### src/rtl/ps2_pkg.sv
// Shared PS/2 set-2 constants and decoder state encoding.
package ps2_pkg;

  localparam logic [7:0] PS2_E0 = 8'hE0;
  localparam logic [7:0] PS2_F0 = 8'hF0;
  localparam logic [7:0] PS2_E1 = 8'hE1;

  localparam logic [3:0] BIT_LAST   = 4'd10;
  localparam logic [2:0] PAUSE_SKIP = 3'd7;

  typedef enum logic [2:0] {
    ST_IDLE,
    ST_EXT,
    ST_BRK,
    ST_EXTBRK,
    ST_PAUSE
  } dec_state_e;

  function automatic logic is_ignored(
    input logic [7:0] b
  );
    return (b == 8'h00) || (b == 8'hAA) ||
           (b == 8'hEE) || (b == 8'hFA) ||
           (b == 8'hFE) || (b == 8'hFF);
  endfunction

endpackage

### src/rtl/ps2_rx.sv
// PS/2 receiver: sync, glitch filter, 11-bit framing,
// odd parity check and partial-frame timeout.
import ps2_pkg::*;

module ps2_rx #(
  parameter int FILTER_LEN = 8,
  parameter int TIMEOUT    = 50000
) (
  input  logic       clk,
  input  logic       reset,
  input  logic       ps2_clk,
  input  logic       ps2_data,
  output logic [7:0] rx_byte,
  output logic       rx_valid,
  output logic       rx_err
);

  localparam int FW = $clog2(FILTER_LEN + 1);
  localparam int TW = $clog2(TIMEOUT + 1);

  logic          clk_s1_q, clk_s2_q;
  logic          dat_s1_q, dat_s2_q;
  logic          filt_q, filt_d;
  logic [FW-1:0] fcnt_q, fcnt_d;
  logic [3:0]    bcnt_q, bcnt_d;
  logic [9:0]    shift_q, shift_d;
  logic [TW-1:0] tcnt_q, tcnt_d;
  logic          fall;
  logic [10:0]   frame;
  logic          frame_ok;

  // A level change is adopted only once the new level has
  // been seen for FILTER_LEN samples in a row.
  always_comb begin
    filt_d = filt_q;
    fcnt_d = '0;
    if (clk_s2_q != filt_q) begin
      if (fcnt_q == FW'(FILTER_LEN - 1))
        filt_d = clk_s2_q;
      else
        fcnt_d = fcnt_q + FW'(1);
    end
    fall = filt_q & ~filt_d;
  end

  // The stop bit is not stored; it is the live sample.
  assign frame    = {dat_s2_q, shift_q};
  assign frame_ok = ~frame[0] & (^frame[9:1])
                  & frame[10];
  assign rx_byte  = frame[8:1];

  always_comb begin
    bcnt_d   = bcnt_q;
    shift_d  = shift_q;
    tcnt_d   = tcnt_q;
    rx_valid = 1'b0;
    rx_err   = 1'b0;
    if (fall) begin
      tcnt_d  = '0;
      shift_d = {dat_s2_q, shift_q[9:1]};
      if (bcnt_q == BIT_LAST) begin
        bcnt_d   = '0;
        rx_valid = frame_ok;
        rx_err   = ~frame_ok;
      end else begin
        bcnt_d = bcnt_q + 4'd1;
      end
    end else if (bcnt_q != 4'd0) begin
      if (tcnt_q == TW'(TIMEOUT - 1)) begin
        tcnt_d = '0;
        bcnt_d = '0;
        rx_err = 1'b1;
      end else begin
        tcnt_d = tcnt_q + TW'(1);
      end
    end else begin
      tcnt_d = '0;
    end
  end

  always_ff @(posedge clk or posedge reset) begin
    if (reset) begin
      clk_s1_q <= 1'b1;
      clk_s2_q <= 1'b1;
      dat_s1_q <= 1'b1;
      dat_s2_q <= 1'b1;
      filt_q   <= 1'b1;
      fcnt_q   <= '0;
      bcnt_q   <= '0;
      shift_q  <= '0;
      tcnt_q   <= '0;
    end else begin
      clk_s1_q <= ps2_clk;
      clk_s2_q <= clk_s1_q;
      dat_s1_q <= ps2_data;
      dat_s2_q <= dat_s1_q;
      filt_q   <= filt_d;
      fcnt_q   <= fcnt_d;
      bcnt_q   <= bcnt_d;
      shift_q  <= shift_d;
      tcnt_q   <= tcnt_d;
    end
  end

endmodule

### src/rtl/ps2_key_decoder.sv
// PS/2 set-2 key decoder: turns received bytes into
// make/break events with E0 extension and E1 pause skip.
import ps2_pkg::*;

module ps2_key_decoder #(
  parameter int FILTER_LEN = 8,
  parameter int TIMEOUT    = 50000
) (
  input  logic       clk,
  input  logic       reset,
  input  logic       ps2_clk,
  input  logic       ps2_data,
  output logic       key_strobe,
  output logic       key_pressed,
  output logic       key_extended,
  output logic [7:0] key_code,
  output logic       frame_error
);

  logic [7:0] rx_byte;
  logic       rx_valid;
  logic       rx_err;

  ps2_rx #(
    .FILTER_LEN(FILTER_LEN),
    .TIMEOUT   (TIMEOUT)
  ) u_rx (
    .clk     (clk),
    .reset   (reset),
    .ps2_clk (ps2_clk),
    .ps2_data(ps2_data),
    .rx_byte (rx_byte),
    .rx_valid(rx_valid),
    .rx_err  (rx_err)
  );

  dec_state_e st_q, st_d;
  logic [2:0] skip_q, skip_d;
  logic       strobe_q, strobe_d;
  logic       err_q, err_d;
  logic       pressed_q, pressed_d;
  logic       ext_q, ext_d;
  logic [7:0] code_q, code_d;
  logic       emit, e_p, e_x;

  always_comb begin
    st_d   = st_q;
    skip_d = skip_q;
    emit   = 1'b0;
    e_p    = 1'b0;
    e_x    = 1'b0;
    if (rx_err) begin
      st_d   = ST_IDLE;
      skip_d = '0;
    end else if (rx_valid) begin
      unique case (st_q)
        ST_IDLE: begin
          unique case (1'b1)
            rx_byte == PS2_E0: st_d = ST_EXT;
            rx_byte == PS2_F0: st_d = ST_BRK;
            rx_byte == PS2_E1: begin
              st_d   = ST_PAUSE;
              skip_d = PAUSE_SKIP;
            end
            is_ignored(rx_byte): st_d = ST_IDLE;
            default: begin
              emit = 1'b1;
              e_p  = 1'b1;
            end
          endcase
        end
        ST_EXT: begin
          if (rx_byte == PS2_F0) begin
            st_d = ST_EXTBRK;
          end else begin
            emit = 1'b1;
            e_p  = 1'b1;
            e_x  = 1'b1;
            st_d = ST_IDLE;
          end
        end
        ST_BRK: begin
          emit = 1'b1;
          st_d = ST_IDLE;
        end
        ST_EXTBRK: begin
          emit = 1'b1;
          e_x  = 1'b1;
          st_d = ST_IDLE;
        end
        ST_PAUSE: begin
          skip_d = skip_q - 3'd1;
          if (skip_q <= 3'd1) begin
            skip_d = '0;
            st_d   = ST_IDLE;
          end
        end
        default: st_d = ST_IDLE;
      endcase
    end
  end

  always_comb begin
    strobe_d  = emit;
    err_d     = rx_err;
    pressed_d = pressed_q;
    ext_d     = ext_q;
    code_d    = code_q;
    if (emit) begin
      pressed_d = e_p;
      ext_d     = e_x;
      code_d    = rx_byte;
    end
  end

  always_ff @(posedge clk or posedge reset) begin
    if (reset) begin
      st_q      <= ST_IDLE;
      skip_q    <= '0;
      strobe_q  <= 1'b0;
      err_q     <= 1'b0;
      pressed_q <= 1'b0;
      ext_q     <= 1'b0;
      code_q    <= '0;
    end else begin
      st_q      <= st_d;
      skip_q    <= skip_d;
      strobe_q  <= strobe_d;
      err_q     <= err_d;
      pressed_q <= pressed_d;
      ext_q     <= ext_d;
      code_q    <= code_d;
    end
  end

  assign key_strobe   = strobe_q;
  assign frame_error  = err_q;
  assign key_pressed  = pressed_q;
  assign key_extended = ext_q;
  assign key_code     = code_q;

endmodule

### config.mk
export PLATFORM = sky130hd
export DESIGN_NAME = ps2_key_decoder
export DESIGN_NICKNAME = d
export VERILOG_FILES = /design/src/rtl/ps2_pkg.sv /design/src/rtl/ps2_rx.sv /design/src/rtl/ps2_key_decoder.sv
export SDC_FILE = /design/constraint.sdc
export NUM_CORES = 1
export LEC_CHECK = 0
export ABC_AREA = 1
export BUFFER_PORTS_ARGS = -buffer_cell sky130_fd_sc_hd__buf_4
export CAP_MARGIN = 40
export CORE_MARGIN = 4
export CORE_UTILIZATION = 35
export CTS_CLUSTER_SIZE = 28
export DETAILED_ROUTE_END_ITERATION = 16
export HOLD_SLACK_MARGIN = 0.03
export PLACE_DENSITY = 0.52
export SLEW_MARGIN = 20
export SYNTH_ARGS = -nofsm -noshare
export SYNTH_HDL_FRONTEND = slang
export SYNTH_SLANG_ARGS = --single-unit
### constraint.sdc
create_clock -name clk -period 3.2 [get_ports clk]
set_input_delay 0.64 -clock clk [delete_from_list [all_inputs] [get_ports clk]]
set_output_delay 0.64 -clock clk [all_outputs]
set_load 0.01 [all_outputs]
Word-level counts from Yosys, hierarchy flattened
Cells that the tools add are included.
{"block": "classes", "n_addsub": 4, "order_cmp": 1, "eq_ne": 19, "mux": 39, "bitwise": 6, "n_reduce_logical": 18}
{"op": "$eq A8 B8 Y1 const B", "n": 8}
{"op": "$mux W16", "n": 3}
{"op": "$mux W4", "n": 6}
{"op": "$mux W3", "n": 7}
{"op": "$add A16 B1 Y16 const B", "n": 1}
{"op": "$eq A16 B16 Y1 const B", "n": 1}
{"op": "$mux W1", "n": 16}
{"op": "$pmux W3 S4", "n": 1}
{"op": "$pmux W3 S3", "n": 1}
{"op": "$reduce_xor A9 Y1", "n": 1}
{"op": "$add A4 B1 Y4 const B", "n": 2}
{"op": "$logic_not A8 Y1", "n": 1}
{"op": "$eq A3 B2 Y1 const B", "n": 2}
{"op": "$ne A3 B3 Y1 const B", "n": 2}
{"op": "$ne A6 B6 Y1 const B", "n": 1}
{"op": "$pmux W3 S2", "n": 1}
{"op": "$reduce_and A3 Y1", "n": 2}
{"op": "$reduce_bool A2 Y1", "n": 3}
{"op": "$logic_or A1 B1 Y1", "n": 5}
{"op": "$eq A4 B3 Y1 const B", "n": 1}
{"op": "$eq A4 B4 Y1 const B", "n": 1}
{"op": "$pmux W1 S2", "n": 2}
{"op": "$reduce_bool A4 Y1", "n": 1}
{"op": "$reduce_or A4 Y1", "n": 1}
{"op": "13 further kinds", "n": 17}
{"block": "totals", "ff_bits": 57, "in_bits": 4, "output_inout_bits": 12, "elab_cells": 103}

Depth between registers and ports, before layout
Gate-level depths: netlist (run 1).
{"block": "logic_depth", "depth_word": 11, "mapped_depth": 15, "depth_no_buf": 14}

Modules after synthesis
Synthesis (run 1) repeated with hierarchy kept, for this count alone.
{"block": "hier_totals", "hier_cells": 407, "area_unflattened_um2": 3225.6}
{"module": "ps2_rx", "n_inst": 1, "cells_each": 257, "area_each_um2": 2099.5, "seq_area_each_um2": 982.2}
{"module": "ps2_key_decoder", "n_inst": 1, "cells_each": 150, "area_each_um2": 1126.1, "seq_area_each_um2": 450.4}

Worst setup path before layout (run 1)
OpenSTA, ideal clock, no wires.
{"block": "synth_timing", "path_kind": "register to register", "start": "reg u_rx.shift_q[1]", "end": "reg ext_q, in the netlist key_extended", "setup_time_ns": 0.117, "arrival_time_ns": 1.658, "t_required_ns": 3.083, "slack_ns": 1.425, "path_stages_with_launch": 13, "n_path_buf": 0, "period_less_slack_ns": 1.775, "cell_sequence": "dfrtp_1 -> inv_1 -> ha_1 -> inv_1 -> nand2_1 -> nand2_1 -> nand2_1 -> nand3_1 -> nand3_4 -> nor3_4 -> nand2_4 -> nand2_1 -> nand2_1"}
{"block": "synth_between", "elab_chain_len": 11, "word_cells_on_any_way": 31, "classes_between": "eq/ne: 8; mux: 12; bitwise: 3; reduce/logical: 8"}
{"item": "from (decl)", "line": "ps2_rx.sv:26", "text": "logic [9:0] shift_q, shift_d;"}
{"item": "from (signal assigned)", "line": "ps2_rx.sv:100", "text": "shift_q <= shift_d;"}
{"item": "$eq A8 B8 Y1 or $logic_not A8 Y1 (tied branches)", "line": "ps2_pkg.sv:22", "text": "return (b == 8'h00) || (b == 8'hAA) ||"}
{"item": "$logic_or A1 B1 Y1 (2 in series)", "line": "ps2_pkg.sv:22"}
{"item": "$logic_or A1 B1 Y1 (2 in series)", "line": "ps2_pkg.sv:23", "text": "(b == 8'hEE) || (b == 8'hFA) ||"}
{"item": "$logic_or A1 B1 Y1", "line": "ps2_pkg.sv:24", "text": "(b == 8'hFE) || (b == 8'hFF);"}
{"item": "$reduce_or A4 Y1 (no line)"}
{"item": "$mux W1", "line": "ps2_key_decoder.sv:58", "text": "unique case (1'b1)"}
{"item": "$pmux W1 S3", "line": "ps2_key_decoder.sv:56", "text": "unique case (st_q)"}
{"item": "$mux W1", "line": "ps2_key_decoder.sv:55", "text": "end else if (rx_valid) begin"}
{"item": "$mux W1", "line": "ps2_key_decoder.sv:52", "text": "if (rx_err) begin"}
{"item": "to (signal assigned)", "line": "ps2_key_decoder.sv:131", "text": "ext_q <= ext_d;"}
{"item": "to (decl)", "line": "ps2_key_decoder.sv:42", "text": "logic ext_q, ext_d;"}
Several ways; a longest one is shown, not always the timed one.
A chain may end at the register's enable or synchronous reset.

Worst setup path in the final report (run 1)
{"block": "layout_timing", "start": "reg u_rx.shift_q[1]", "end": "reg pressed_q, in the netlist key_pressed"}
{"block": "layout_between", "elab_chain_len": 11, "word_cells_on_any_way": 31, "classes_between": "eq/ne: 8; mux: 12; bitwise: 3; reduce/logical: 8"}
{"item": "$eq A8 B8 Y1 or $logic_not A8 Y1 (tied branches)", "line": "ps2_pkg.sv:22"}
{"item": "$logic_or A1 B1 Y1 (2 in series)", "line": "ps2_pkg.sv:22"}
{"item": "$logic_or A1 B1 Y1 (2 in series)", "line": "ps2_pkg.sv:23"}
{"item": "$logic_or A1 B1 Y1", "line": "ps2_pkg.sv:24"}
{"item": "$reduce_or A4 Y1 (no line)"}
{"item": "$mux W1", "line": "ps2_key_decoder.sv:58"}
{"item": "$pmux W1 S3 or $pmux W1 S2 (tied branches)", "line": "ps2_key_decoder.sv:56"}
{"item": "$mux W1", "line": "ps2_key_decoder.sv:55"}
{"item": "$mux W1", "line": "ps2_key_decoder.sv:52"}
{"item": "to (signal assigned)", "line": "ps2_key_decoder.sv:130", "text": "pressed_q <= pressed_d;"}
{"item": "to (decl)", "line": "ps2_key_decoder.sv:41", "text": "logic pressed_q, pressed_d;"}
Several ways; a longest one is shown, not always the timed one.

==> impl_metrics.py, run 1 <==
metrics = {
    "run_status": {
        "status": "complete, no violations",
    },
    "clocking": {
        "cts_tree": "done",
        "cts_buffer_depth": 2,
        "cts-root-buf": "clkbuf_8",
        "cts_num_sinks": 57,
        "clk_latency_ns": 0.34,
        "ctsResizeCount": 0,
        "cts_buffers": 9,
        "postCtsSetupBuffers": 0,
        "clk_transition_reported_paths_ns": 0.07,
        "cts_max_level": 3,
        "hold_buffers": 0,
    },
    "final_layout": {
        "layout-drive-gt1-share": 0.182,
        "fillCellCount": 903,
        "layout_common_cells": "nand2_1 (98), dfrtp_1 (52), inv_1 (43), nor2_1 (35), nand3_1 (25)",
        "syn_to_final_growth_pct": 13.5,
        "final-seq-area_mm2": 0.00143,
        "final_common_cell": "nand2_1",
        "finish.instance_area_mm2": 0.00366,
        "n_antenna_cell": 0,
        "fin_util": 0.414,
        "nets": 430,
        "multi_input_area_mm2": 0.00157,
    },
    "yosys": {
        "yosysWarnings": 0,
        "ys_seq_area_frac": 0.444,
        "syn_inst": 383,
        "synth_fp_nets": 407,
        "yosys-top-cells-area": "dfrtp_1 (40%), nand2_1 (11%), ha_1 (7.8%)",
        "synth_area_per_cell_um2": 8.43,
        "synth_top_area_frac": 0.403,
        "synthesis.area_mm2": 0.00323,
        "synth_cell_types": 41,
        "synth_seq_cells": 57,
        "synth_top_cell_by_area": "dfrtp_1",
    },
    "global_route": {
        "grt_overflow": 0,
        "grt_max_degree": 39,
        "grtUsageTotal": 0.125,
        "met1_usage": 0.144,
        "antenna_found_initial": 0,
        "use_met2": 0.220,
        "grt_pass1_vias": 2481,
        "grtUsageMet3": 0.0354,
        "busiest_layer": "met2",
        "grt_first_pass_wirelength_um": 11100,
    },
    "setup_path": {
        "required_ns": 3.43,
        "critPathArrivalTime_ns": 2.44,
        "cp-end-kind": "flip-flop",
        "regToRegSetupSlack_ns": 0.99,
        "reg2reg_from": "u_rx.shift_q[1]",
        "critPathLaunchType": "flip-flop",
        "ff2ff_path_depth": 13,
        "critical_path.max_fanout": 11,
        "r2r-end": "key_pressed",
        "critPathKind": "reg -> reg",
    },
    "timing": {
        "fin_crit_ns": 2.21,
        "max_slew_margin": 0.637,
        "hold_violations": 0,
        "setup_ws_ns": 0.990,
        "tns_ns": 0,
        "setup_viol": 0,
        "clock.fmax_mhz": 453,
        "slew_viol_final": 0,
        "hold_slack_ns": 0.326,
        "worst_pin_slew_ns": 0.544,
        "fin_worst_skew_ns": 0.00526,
        "finalCritPeriodShare": 0.691,
        "rsz0062_at_grt": "false",
    },
    "routing": {
        "via_per_inst": 4.66,
        "dr.first_iter.drc_count": 48,
        "detail-route-antenna-nets": 0,
        "drt-total-wl_um": 6100,
        "dr_total_vias": 2420,
        "first_pass_iters": 4,
        "wire_per_inst_um": 11.8,
        "drc": 0,
    },
    "die": {
        "die_h_um": 104,
        "die_w_um": 104,
        "io_pins": 16,
        "design.core.area_mm2": 0.00885,
        "rows": 34,
        "die-area_mm2": 0.0108,
        "start_util": 0.365,
    },
    "placed_design": {
        "place_area_mm2": 0.00346,
        "gp_congestion": 0.780,
        "place_ws_ns": 0.991,
        "dp_hpwl_um": 4550,
        "port_buffers": 15,
    },
    "run": {
        "cap_violations": 0,
    },
    "power": {
        "cellPowerDensity_mw_per_mm2": 417,
        "power.leakage_uw": 0.00181,
        "ir_drop_uv": 240,
    },
    "hold_path": {
        "worstHoldPathType": "in -> async",
    },
}
[state kept, by name, indices dropped and copies added (netlist names), 3 cells and up]
name,cells
u_rx.shift_q,10
st_q,3
key_code,8
u_rx.tcnt_q,16
skip_q,3
u_rx.bcnt_q,4
u_rx.fcnt_q,4
[power breakdown]
part           switching, uW  internal [uW]
clock                    293            399
sequential              15.9            750
combinational           45.3           24.8
[cell families (layout without fill, tap and decap cells)]
kind of cell             count (synthesis)  in the layout  synth area share
adder cells (fa/ha/maj)                 20             20            0.0775
buffers and inverters                   57             85            0.0710
AO/OA/AOI/OAI                           35             35            0.0636
AND/OR/NAND/NOR                        207            207             0.325
XOR/XNOR                                 7              7            0.0190
flip-flops                              57             57             0.444
[worst max-delay path, stage by stage, from the launching register on]
cell,delay [ns]
dfrtp_1,0.46
inv_1,0.12
ha_1,0.31
inv_1,0.04
nand2_1,0.06
nand2_1,0.06
nand2_1,0.07
nand2_1,0.05
nand2_1,0.09
nand3_4,0.10
nor2_2,0.43
nand3_1,0.17
nand2_1,0.09
nand2_1,0.05
[worst max path at each step]
| stage | from | end | slack, ns | depth (start not counted) |
|---|---|---|---|---|
| 4_1_cts | u_rx.shift_q[1] | st_q[2] | 0.97 | 14 |
| 5_1_grt | u_rx.shift_q[1] | st_q[0] | 0.74 | 14 |
| 3_3_place_gp | u_rx.shift_q[2] | key_pressed | 0.99 | 13 |
| 3_5_place_dp | u_rx.shift_q[1] | key_pressed | 0.99 | 13 |
| 6_report | u_rx.shift_q[1] | key_pressed | 0.99 | 13 |
| 2_1_floorplan | reset | frame_error | 1.17 | 1 |
[cells in the mapped netlist, drive strengths merged]
master  instances
dfstp           5
and3            1
nor4            1
nor3b           3
a31oi           2
nand3b          1
dfrtp          52
buf             3
o22ai           2
xnor2           4
inv            51
nand3          29
o21ai          20
a21oi           8
nor2           43
ha             20
nand4          11
xor2            3
o21a            2
o211ai          1
clkbuf          2
clkinv          1
nand2         105
nor3           12
and2            1
[metal layers]
layer | up-vias | routed length, um
met5 | - | 0
met4 | 0 | 100
met3 | 9 | 123
met2 | 16 | 2980
met1 | 1118 | 2900
li1 | 1277 | -
[metrics by stage]
stage | instances | power, uW
after floorplan | 383 | 830
after global placement | 503 | 848
after detailed placement | 503 | 851
after CTS | 519 | 1560
after global routing | 519 | 1600
final | 519 | 1530
[final cells by class]
cell class              instances  share of cell area
flip-flops and latches         57               0.391
well taps                     108              0.0369
inverters                      52              0.0540
multi-input cells             269               0.427
repair buffers                 17              0.0348
clock inverters                 5              0.0147
clock buffers                  11              0.0413
(Power assumes the default switching activity.)
==> run 2: changes to the inputs <==
clock period = 2.3 ns   (was 3.2 ns; I/O delays follow)
==> impl_metrics.py, run 2 (synthesized netlist as in run 1, its figures left out) <==
metrics = {
    "run_status": {
        "status": "complete, no violations",
    },
    "setup_path": {
        "critPathKind": "reg -> reg",
        "critPathLaunchType": "flip-flop",
        "cp.buffers_inverters": 2,
        "max_stage_delay_ns": 0.45,
        "critPathArrivalTime_ns": 2.28,
        "ff2ff_path_depth": 13,
        "crit_cells": 13,
        "path_delay_family": "simple AND/OR/NAND/NOR gates",
        "cp-end-kind": "flip-flop",
        "path_common_cell": "nand2_1",
        "slowest_stage": "dfrtp_1",
        "critical_path.max_fanout": 9,
        "crit_chain": "inv_1, ha_1, inv_1, nand2_1, nand2_1, nand2_1, nand2_1, nand2_1, nand3_4, nor3_4, nand2_4, nand2_1, nand2_1",
        "required_ns": 2.53,
    },
    "final_layout": {
        "instances_no_fill": 522,
        "syn_to_final_growth_pct": 17.0,
        "nets": 433,
        "largest_register_ffs": 16,
        "n_antenna_cell": 0,
        "layout_common_cells": "nand2_1 (98), dfrtp_1 (52), inv_1 (43), nor2_1 (35), nand3_1 (25)",
        "largest-register": "u_rx.tcnt_q",
        "final_common_cell": "nand2_1",
        "layout-drive-gt1-share": 0.188,
    },
    "routing": {
        "drt-total-wl_um": 6140,
        "first_pass_iters": 4,
        "dr_total_vias": 2448,
        "drc": 0,
        "via_per_inst": 4.69,
        "detail-route-antenna-nets": 0,
        "wire_per_inst_um": 11.8,
        "dr.first_iter.drc_count": 97,
    },
    "placed_design": {
        "port_buffers": 15,
        "place_inst": 506,
        "dp_hpwl_um": 4590,
        "gp_congestion": 0.869,
    },
    "global_route": {
        "grt_max_degree": 39,
        "grt_overflow": 0,
        "grt_pass1_vias": 2574,
        "grt_first_pass_wirelength_um": 11600,
        "antenna_found_initial": 0,
        "grtUsageTotal": 0.130,
    },
    "die": {
        "die_w_um": 104,
        "io_pins": 16,
        "die-area_mm2": 0.0108,
        "rows": 34,
        "die_h_um": 104,
        "start_util": 0.365,
        "design.core.area_mm2": 0.00885,
    },
    "timing": {
        "hold_violations": 0,
        "worst_pin_slew_ns": 0.437,
        "clock.fmax_mhz": 487,
        "fin_worst_skew_ns": 0.00762,
        "finalCritPeriodShare": 0.893,
        "tns_ns": 0,
        "slew_viol_final": 0,
        "setup_viol": 0,
        "rsz0062_at_grt": "false",
        "max_slew_margin": 0.709,
        "fin_crit_ns": 2.05,
    },
    "power": {
        "ir_drop_uv": 296,
        "power.leakage_uw": 0.00186,
        "cellPowerDensity_mw_per_mm2": 649,
    },
    "run": {
        "cap_violations": 0,
    },
    "clocking": {
        "clk_latency_ns": 0.34,
        "ctsResizeCount": 0,
        "cts_buffers": 9,
        "hold_buffers": 0,
        "cts_max_level": 3,
        "clk_transition_reported_paths_ns": 0.07,
        "postCtsSetupBuffers": 0,
        "cts_buffer_depth": 2,
        "cts-root-buf": "clkbuf_8",
        "cts_tree": "done",
        "cts_num_sinks": 57,
    },
    "hold_path": {
        "worstHoldPathType": "in -> async",
    },
}
==> run 2: cell count changes in the layout (fill, tap and decap cells not counted), sizes merged <==
cell / previous run / this run
buf: 17 / 20
bufinv: 1 / 4
clkinv: 5 / 2
==> run 2: area by class of cell <==
type	count	area, um2
inverters	52	198
clock buffers	11	151
fillers	874	5070
well taps	108	135
multi-input cells	269	1570
repair buffers	20	163
clock inverters	5	125
flip-flops and latches	57	1430
==> run 2: where the power goes <==
group	total [uW]	switching (uW)	internal (uW)
clock	1290	399	887
sequential	1070	22.5	1040
combinational	98.5	61.6	37.0
total	2450	483	1970
==> run 2: worst paths after layout <==
path                                 start        endpoint  slack, ns
hold reg to reg              u_rx.clk_s1_q   u_rx.clk_s2_q       0.36
min in group clk                  ps2_data   u_rx.dat_s1_q       0.23
setup / recovery           u_rx.shift_q[2]     key_code[7]       0.25
setup reg to reg           u_rx.shift_q[2]     key_code[7]       0.25
max in group asynchronous            reset   u_rx.dat_s2_q       1.55
hold / removal                       reset  u_rx.fcnt_q[1]       0.12
==> run 2: metal layers <==
layer | global-route usage | wire length [um] | part of all wire | vias to the layer above
met1 | 0.162 | 2910 | 0.47 | 1143
met2 | 0.209 | 2960 | 0.48 | 17
met3 | 0.0428 | 169 | 0.028 | 10
met5 | 0 | 0 | 0 | -
met4 | 0.0503 | 101 | 0.016 | 0
li1 | - | - | - | 1278
==> run 2: per-stage QoR <==
step                      power [uW]  cell area (um2)   util  hold WS, ns  worst slack (ns)
after CTS                       2500             3770  0.426        0.123             0.122
after detailed placement        1190             3490  0.395        0.348             0.138
final                           2450             3770  0.427        0.124             0.247
after global routing            2570             3770  0.427        0.133            0.0225
after floorplan                 1150             3230      -        0.345             0.449
after global placement          1180             3490  0.395        0.347             0.207
==> run 3: changes to the inputs <==
PLACE_DENSITY = 0.54   (was 0.52)
clock period = 1.8 ns   (was 2.3 ns; I/O delays follow)
==> impl_metrics.py, run 3 (synthesized netlist as in run 1, its figures left out) <==
metrics = {
    "timing": {
        "tns_ns": 0,
        "setup_viol": 0,
        "fin_worst_skew_ns": 0.00481,
        "slew_viol_final": 0,
        "hold_slack_ns": 0.0521,
        "hold_violations": 0,
        "finalCritPeriodShare": 1.00,
        "rsz0062_at_grt": "true",
        "max_slew_margin": 0.825,
        "clock.fmax_mhz": 556,
        "fin_crit_ns": 1.80,
        "worst_pin_slew_ns": 0.260,
    },
    "setup_path": {
        "max_stage_delay_ns": 0.36,
        "path_common_cell": "nand2_2",
        "critPathKind": "reg -> reg",
        "crit_chain": "inv_2, ha_4, inv_1, nand2_2, nand2_2, nand2_2, nand2_2, nand2_2, nand3_4, nor3_4, buf_6, buf_6, nand3_1, nand2_1",
        "slowest_stage": "dfrtp_1",
        "critPathLaunchType": "flip-flop",
        "required_ns": 2.09,
        "cp-end-kind": "flip-flop",
        "critical_path.max_fanout": 6,
        "critPathArrivalTime_ns": 2.09,
    },
    "power": {
        "ir_drop_uv": 344,
        "seqPwrFrac": 0.478,
        "total_power_uw": 2850,
        "combPwrFrac": 0.047,
        "sw_frac_of_total": 0.227,
        "pwr-share-clk": 0.475,
        "cellPowerDensity_mw_per_mm2": 678,
        "power.leakage_uw": 0.00199,
        "p_sw_uw": 648,
        "cellInternalPower_uw": 2200,
    },
    "final_layout": {
        "fillCellCount": 860,
        "nets": 456,
        "largest-register": "u_rx.tcnt_q",
        "multi_input_area_mm2": 0.00182,
        "layout-drive-gt1-share": 0.334,
        "n_antenna_cell": 0,
        "largest_register_ffs": 16,
        "finish.instance_area_mm2": 0.00420,
        "layout_common_cells": "nand2_1 (82), dfrtp_1 (52), inv_1 (35), nor2_1 (34), buf_4 (30)",
        "final_common_cell": "nand2_1",
        "syn_to_final_growth_pct": 30.2,
        "final-seq-area_mm2": 0.00143,
    },
    "global_route": {
        "grt_max_degree": 38,
        "antenna_found_initial": 0,
        "grt_first_pass_wirelength_um": 11500,
        "grt_overflow": 0,
        "grtUsageTotal": 0.129,
        "grt_pass1_vias": 2657,
    },
    "routing": {
        "dr_total_vias": 2598,
        "dr.first_iter.drc_count": 56,
        "detail-route-antenna-nets": 0,
        "drt-total-wl_um": 6760,
        "first_pass_iters": 4,
        "wire_per_inst_um": 12.4,
        "via_per_inst": 4.77,
        "drc": 0,
    },
    "placed_design": {
        "port_buffers": 15,
        "place_area_mm2": 0.00366,
        "dp_hpwl_um": 4720,
        "gp_congestion": 0.801,
    },
    "clocking": {
        "cts-root-buf": "clkbuf_8",
        "cts_buffers": 9,
        "cts_tree": "done",
        "clk_transition_reported_paths_ns": 0.07,
        "clk_latency_ns": 0.35,
        "cts_num_sinks": 57,
        "hold_buffers": 0,
        "cts_buffer_depth": 2,
        "cts_max_level": 3,
    },
    "hold_path": {
        "worstHoldPathType": "in -> async",
    },
    "die": {
        "die_h_um": 104,
        "die_w_um": 104,
        "start_util": 0.365,
        "rows": 34,
        "design.core.area_mm2": 0.00885,
        "die-area_mm2": 0.0108,
        "io_pins": 16,
    },
    "run": {
        "cap_violations": 0,
    },
    "run_status": {
        "status": "complete, no violations",
    },
}
==> run 3: worst max-delay path: cells and delay by family (launching register included) <==
family	cells	cell delay, ns
fa+ha+maj	1	0.26
buf+inv	4	0.41
flops	1	0.36
simple gates	9	0.69
==> run 3: cell type report <==
class | instances | area share
clock buffers | 11 | 0.0337
clock inverters | 5 | 0.0188
inverters | 52 | 0.0471
multi-input cells | 270 | 0.433
flip-flops and latches | 57 | 0.341
well taps | 108 | 0.0322
repair buffers | 42 | 0.0941
==> run 3: power groups by stage <==
stage	combinational [uW]	clock (uW)	sequential, uW
after floorplan	97.1	0	1380
final	134	1350	1360
after global routing	161	1460	1370
after global placement	133	0	1380
after CTS	136	1390	1360
after detailed placement	135	0	1380
==> run 3: repair_timing <==
item	in CTS	in global routing
cloned	1	0
pin swaps	4	22
setup endpoints to repair	14	22
buffers inserted	2	2
gates resized for setup	6	59
==> run 3: metal layers <==
| layer | track usage | share of wire |
|---|---|---|
| met1 | 0.149 | 0.44 |
| met2 | 0.228 | 0.51 |
| met3 | 0.0447 | 0.030 |
| met4 | 0.0332 | 0.013 |
| met5 | 0 | 0 |
==> run 3: path summary, 6_finish.rpt <==
check,from,to,slack [ns],depth (start not counted)
max in group asynchronous,reset,u_rx.dat_s2_q,1.45,3
min reg2reg,u_rx.clk_s1_q,u_rx.clk_s2_q,0.36,0
min in group clk,ps2_data,u_rx.dat_s1_q,0.12,1
max reg2reg,u_rx.shift_q[1],key_code[1],0.00001,14
max,u_rx.shift_q[1],key_code[1],0.00001,14
min,reset,u_rx.fcnt_q[0],0.05,3
==> run 3: stage by stage <==
step                worst slack, ns  instances  utilization
global placement            -0.0486        525        0.414
global route                 -0.134        545        0.475
detailed placement          -0.0527        525        0.414
CTS                         -0.0414        544        0.445
finish                    0.0000127        545        0.475
floorplan                    0.0250        383            -
